[src/rtl/mips_defs.sv]
// Shared MIPS core constants: register address width, $zero and default mul/div latencies.
package mips_defs;
  localparam int REG_W        = 5;
  localparam int MULT_LAT_DEF = 4;
  localparam int DIV_LAT_DEF  = 32;
  localparam int CNT_W_DEF    = 6;
  localparam logic [REG_W-1:0] REG_ZERO = '0;
endpackage

[src/rtl/md_counter.sv]
// Mul/div busy counter: loads the op latency on issue and counts down to the HI/LO write.
// Latency: busy from the cycle after issue; done pulses in the last busy cycle. No backpressure.
module md_counter #(
  parameter int MULT_LAT = 4,
  parameter int DIV_LAT  = 32,
  parameter int CNT_W    = 6
) (
  input  logic clk,
  input  logic rst,
  input  logic start,
  input  logic is_div,
  output logic busy,
  output logic done
);
  localparam logic [CNT_W-1:0] MULT_CNT = CNT_W'(MULT_LAT);
  localparam logic [CNT_W-1:0] DIV_CNT  = CNT_W'(DIV_LAT);
  localparam logic [CNT_W-1:0] ONE      = CNT_W'(1);

  logic [CNT_W-1:0] cnt;

  // An issue while already counting is ignored; the decode stall keeps it from happening.
  always_ff @(posedge clk) begin
    if (rst) begin
      cnt <= '0;
    end else if (start && cnt == '0) begin
      cnt <= is_div ? DIV_CNT : MULT_CNT;
    end else if (cnt != '0) begin
      cnt <= cnt - ONE;
    end
  end

  assign busy = !rst && (cnt != '0);
  assign done = !rst && (cnt == ONE);
endmodule

[src/rtl/hazard_unit.sv]
// Decode-stage interlock: load-use and HI/LO stalls, taken-branch IF flush; all outputs combinational.
// Branch redirect overrides any stall; the stalled ID instruction is re-evaluated the next cycle.
module hazard_unit
  import mips_defs::*;
#(
  parameter int MULT_LAT = MULT_LAT_DEF,
  parameter int DIV_LAT  = DIV_LAT_DEF,
  parameter int CNT_W    = CNT_W_DEF
) (
  input  logic             clk,
  input  logic             rst,
  input  logic [REG_W-1:0] ra_rs_id,
  input  logic [REG_W-1:0] ra_rt_id,
  input  logic             use_rs_id,
  input  logic             use_rt_id,
  input  logic [REG_W-1:0] ra_ex,
  input  logic             memread_ex,
  input  logic             md_start_ex,
  input  logic             md_div_ex,
  input  logic             md_op_id,
  input  logic             hilo_rd_id,
  input  logic             hilo_wr_id,
  input  logic             br_taken_ex,
  output logic             stall_if,
  output logic             stall_id,
  output logic             flush_if,
  output logic             flush_ex,
  output logic             md_busy,
  output logic             md_done
);
  logic lu;
  logic md;

  md_counter #(
    .MULT_LAT(MULT_LAT),
    .DIV_LAT (DIV_LAT),
    .CNT_W   (CNT_W)
  ) u_md_counter (
    .clk   (clk),
    .rst   (rst),
    .start (md_start_ex),
    .is_div(md_div_ex),
    .busy  (md_busy),
    .done  (md_done)
  );

  assign lu = memread_ex && (ra_ex != REG_ZERO) &&
              ((use_rs_id && ra_rs_id == ra_ex) || (use_rt_id && ra_rt_id == ra_ex));

  // An op issuing in EX this cycle counts as busy so a following HI/LO access waits.
  assign md = (md_op_id || hilo_rd_id || hilo_wr_id) && (md_busy || md_start_ex);

  always_comb begin
    stall_if = 1'b0;
    stall_id = 1'b0;
    flush_if = 1'b0;
    flush_ex = 1'b0;
    if (!rst) begin
      if (br_taken_ex) begin
        flush_if = 1'b1;
      end else if (lu || md) begin
        stall_if = 1'b1;
        stall_id = 1'b1;
        flush_ex = 1'b1;
      end
    end
  end
endmodule
[config.mk]
export PLATFORM = sky130hd
export DESIGN_NAME = hazard_unit
export DESIGN_NICKNAME = d
export VERILOG_FILES = /design/src/rtl/mips_defs.sv /design/src/rtl/md_counter.sv /design/src/rtl/hazard_unit.sv
export SDC_FILE = /design/constraint.sdc
export NUM_CORES = 1
export LEC_CHECK = 0
export BUFFER_PORTS_ARGS = -buffer_cell sky130_fd_sc_hd__buf_2
export CAP_MARGIN = 30
export CORE_AREA = 4 4 41 43
export DETAILED_ROUTE_END_ITERATION = 7
export DIE_AREA = 0 0 45 47
export GPL_ROUTABILITY_DRIVEN = 0
export PLACE_DENSITY = 0.79
export SETUP_SLACK_MARGIN = 0.15
export SLEW_MARGIN = 20
export SYNTH_ARGS = -nofsm -noshare
export SYNTH_HDL_FRONTEND = slang
export SYNTH_SLANG_ARGS = --single-unit
[constraint.sdc]
create_clock -name clk -period 2.1 [get_ports clk]
set_input_delay 0.21 -clock clk [delete_from_list [all_inputs] [get_ports clk]]
set_output_delay 0.21 -clock clk [all_outputs]
set_load 0.05 [all_outputs]
Word-level counts from Yosys, hierarchy flattened --
Cells that the tools add are included.
Word-level totals: memory bits (read-only) 0, bits in latches 0, RAM bits 0, output and inout port bits 6, memories kept 0, input bits 26, register bits after elaboration 6
Cells by class: reductions and logical operators 18, multiplexer cells 8, add/subtract/negate cells 1, div/mod/pow operators 0, shift operators 0, $mul 0, eq/ne operators 3, bitwise gates (word level) 0, $lt $le $gt $ge 0
Operators by type and width (count):
- $mux 6 | 3
- $eq 5x5->1 | 2
- $logic_and 1x1->1 | 8
- $eq 6x1->1 const B | 1
- $logic_not 6->1 | 1
- $reduce_bool 6->1 | 1
- $sub 6x1->6 const B | 1
- $logic_or 1x1->1 | 5
- $mux 1 | 5
- $reduce_bool 5->1 | 1
- $reduce_bool 2->1 | 1
- $logic_not 1->1 | 1

Depth between registers and ports, before layout --
depth in word-level cells 8, mapped depth 6, mapped depth without buffers 6

By module --
From an unflattened synthesis, not the netlist that was laid out.
Second synthesis, totals: cell total of the unflattened synthesis 64, area, all modules 546.8 µm²
Modules (own cells, without submodules):
- md_counter | area an instance 372.9 µm², instances 1, cells an instance 41, sequential area each 120.1 µm²
- hazard_unit | area an instance 173.9 µm², instances 1, cells an instance 23, sequential area each 0.0 µm²

Worst setup path after synthesis --
No wires, ideal clock.
path kind register to output, from register u_md_counter.cnt[0], to output port stall_id, stages on the path, launching flop included 7, buffers on the path 1, slack -0.177 ns, arrival 2.067 ns, cells stage by stage dfxtp_1 -> inv_1 -> ha_1 -> nand2_1 -> nor2_1 -> o22ai_1 -> buf_4
On the way: longest elaborated chain between the ends 8
Ends and longest elaborated chain:
- from (decl) | line md_counter.sv:19 | logic [CNT_W-1:0] cnt;
- from (signal assigned) | line md_counter.sv:26 | cnt <= is_div ? DIV_CNT : MULT_CNT;
- from (signal assigned) | line md_counter.sv:28 | cnt <= cnt - ONE;
- $reduce_bool 6->1 | line md_counter.sv:32 | assign busy = !rst && (cnt != '0);
- $logic_and 1x1->1 | line md_counter.sv:32
- $logic_or 1x1->1 | line hazard_unit.sv:51 | assign md = (md_op_id || hilo_rd_id || hilo_wr_id) && (md_busy || md_start_ex);
- $logic_and 1x1->1 | line hazard_unit.sv:51
- $logic_or 1x1->1 | line hazard_unit.sv:61 | end else if (lu || md) begin
- $mux 1 (3 in a row)
- to (decl) | line hazard_unit.sv:25 | output logic stall_id,
No other way between the ends.

Worst setup path after layout --
from register u_md_counter.cnt[2], to output port md_busy
On the way: longest elaborated chain between the ends 2
Ends and longest elaborated chain:
- $reduce_bool 6->1 | line md_counter.sv:32
- $logic_and 1x1->1 | line md_counter.sv:32
- to (decl) | line hazard_unit.sv:28 | output logic md_busy,
No other way between the ends.

==> metrics <==
synthesis-to-finish area growth 34.3%; Num CTS Buffers 3; die area 0.00212 mm^2; CORE AREA 0.00130 mm^2; total grt overflow 0; Initial DRT Pass Iterations 6; worst-path fanout max 6; r2r worst-path depth 4; Avg Cell Area, Syn 8.45 um^2; Post-Synth Adder-Cell Area 6.94%; Port Buffers 31; skew final 0.000202 ns; Residual DRC 0; number of max-cap violations 0; drt wl/cell 13.1 um; reg-to-reg slack, setup 0.67 ns; Largest register FFs 6; commonest non-fill, non-tap cell in the layout buf_2; Synth Cell Area 541 um^2; largest net degree at the start of global routing 11; worst reg2reg endpoint u_md_counter.cnt[0]; total length of routed wires 1.42 mm; via count 579; CTS tree yes; Slew HR 81.0%; Distinct cells, synth 30; number of hold buffers added after CTS 0; Synth async-reset ratio 0%; XOR/XNOR Fraction of Synth Area 19.4%; Clock Latency Late Sink 0.24 ns; crit end category output port; vias in the first global route 615; Die Span Y 47 um; filler instances 128; multiplexer area fraction after synthesis 0%; Post-synth EDFFs 0; post-CTS setup repair buffer count 0; most frequent cells in the layout buf_2 (27), xor2_1 (9), nor2_1 (6), clkbuf_4 (4), dfxtp_1 (4); DRT iter0 DRCs 6; initial antenna violation count 0; Reg-to-Reg Start u_md_counter.cnt[2]; Final Instance Area 726 um^2; post-route ant nets 0; main combinational cell family by area after synthesis simple AND/OR/NAND/NOR gates; die width 45 um; final hold slack 0.248 ns; Synth Area in Compound Gates 20.6%; # IOs 32; CP required 1.89 ns; Final Cycle Share 85.8%; fin crit period 1.80 ns; Syn Inst Count 64; global-route wire length before repair 2.37 mm; dpl cells 106; Initial Utilization 41.5%; Tightest Hold Check Type input port to register; H-tree levels 1; number of synthesized register bits 6; final slew viol count 0; share of layout cells above drive strength 1 43.6%; CTS max path bufs 2; all-layer global routing usage 16.2%; critical path arrival 1.59 ns; setup TNS 0 ns; CP startpoint u_md_counter.cnt[2]; critical path type register to output port; run status finished clean; maximum vdd drop 0.000537 V; Root Driver clkbuf_4; cts repair resizes 0; vias per cell 5.31; Diodes inserted 0; WHS Endpoint u_md_counter.cnt[2]; Largest Register u_md_counter.cnt; dpl hpwl 1.16 mm; worst slew pin tran 0.282 ns; RSZ-0062 raised after global routing false; fmax 555 MHz; Layout Cells excl Fill 109; hold_sp md_div_ex; Post-Synth Simple-Gate Area 23.1%; final setup fails 0; sequential fraction of the synthesis area 22.2%; syn nets 93; nets@finish 125; pwr/cell area 1220 mW/mm^2; Final Hold Viols 0; Synth Warn # 0; CP startpoint kind register; top_reg_cell synth dfxtp_1; clk sinks 6; largest registers u_md_counter.cnt (6); Placed Instance Area 691 um^2; Lkg Pwr 0.000338 uW; Hold Crit Depth 3; Worst-path clk slew 0.04 ns; row cnt 13
cells in the mapped netlist, types with 2 or more instances:
| cell | n | share of area, % |
|---|---|---|
| xor2_1 | 9 | 15 |
| dfxtp_1 | 6 | 22 |
| nor2_1 | 6 | 4.2 |
| a21oi_1 | 3 | 2.8 |
| ha_1 | 3 | 6.9 |
| inv_1 | 3 | 2.1 |
| nand2_1 | 3 | 2.1 |
| nor4_1 | 3 | 3.5 |
| o31ai_1 | 3 | 4.2 |
| xnor2_1 | 3 | 4.9 |
| buf_4 | 2 | 2.8 |
| nor3_1 | 2 | 1.9 |
cell families after synthesis:
| family | count (synthesis) |
|---|---|
| compound gates | 15 |
| xor+xnor | 12 |
| fa+ha+maj | 3 |
| buf+inv | 7 |
| flops | 6 |
| simple gates | 21 |
worst max path at each step:
stage / slack, ns / end / cells after the start
detailed placement: 0.44 / flush_ex / 6
floorplan: 0.17 / stall_id / 6
finish: 0.30 / md_busy / 4
global placement: 0.49 / flush_ex / 6
CTS: 0.15 / flush_ex / 6
global route: 0.17 / flush_ex / 6
layer usage:
metal / vias to the layer above / global-route usage, % / wire, um
li1: 290 / - / -
met1: 255 / 15.1 / 507
met2: 32 / 31.4 / 739
met3: 2 / 6.90 / 169
met4: 0 / 5.26 / 8
met5: - / 0 / 0
cell type report:
cell class,instances,area [um^2],area share [%]
Inverter,3,11.3,1.55
Timing Repair Buffer,31,165,22.8
Sequential cell,6,123,16.9
Clock buffer,3,22.5,3.10
Multi-Input combinational cell,51,385,53.1
Tap cell,15,18.8,2.59
worst max-delay path, stage by stage (launching register included):
cell and delay, ns:
dfxtp_1 0.38, nor4_4 0.37, and2_1 0.32, nor2_1 0.06, clkbuf_4 0.21
metrics by stage:
stage	power [uW]	utilization, %	setup WS [ns]
6_report	887	55.8	0.297
5_1_grt	987	55.8	0.173
4_1_cts	884	54.8	0.155
3_5_place_dp	769	53.1	0.440
3_3_place_gp	753	53.1	0.494
2_1_floorplan	683	-	0.168
report_power, final:
part,total [uW],switching (uW),leakage (uW),internal (uW)
Clock,105,40.0,0.0000138,64.5
Combinational,527,306,0.000274,222
Sequential,255,84.2,0.0000503,171
Total,887,430,0.000338,457
Power figures use the tool's default switching activity.
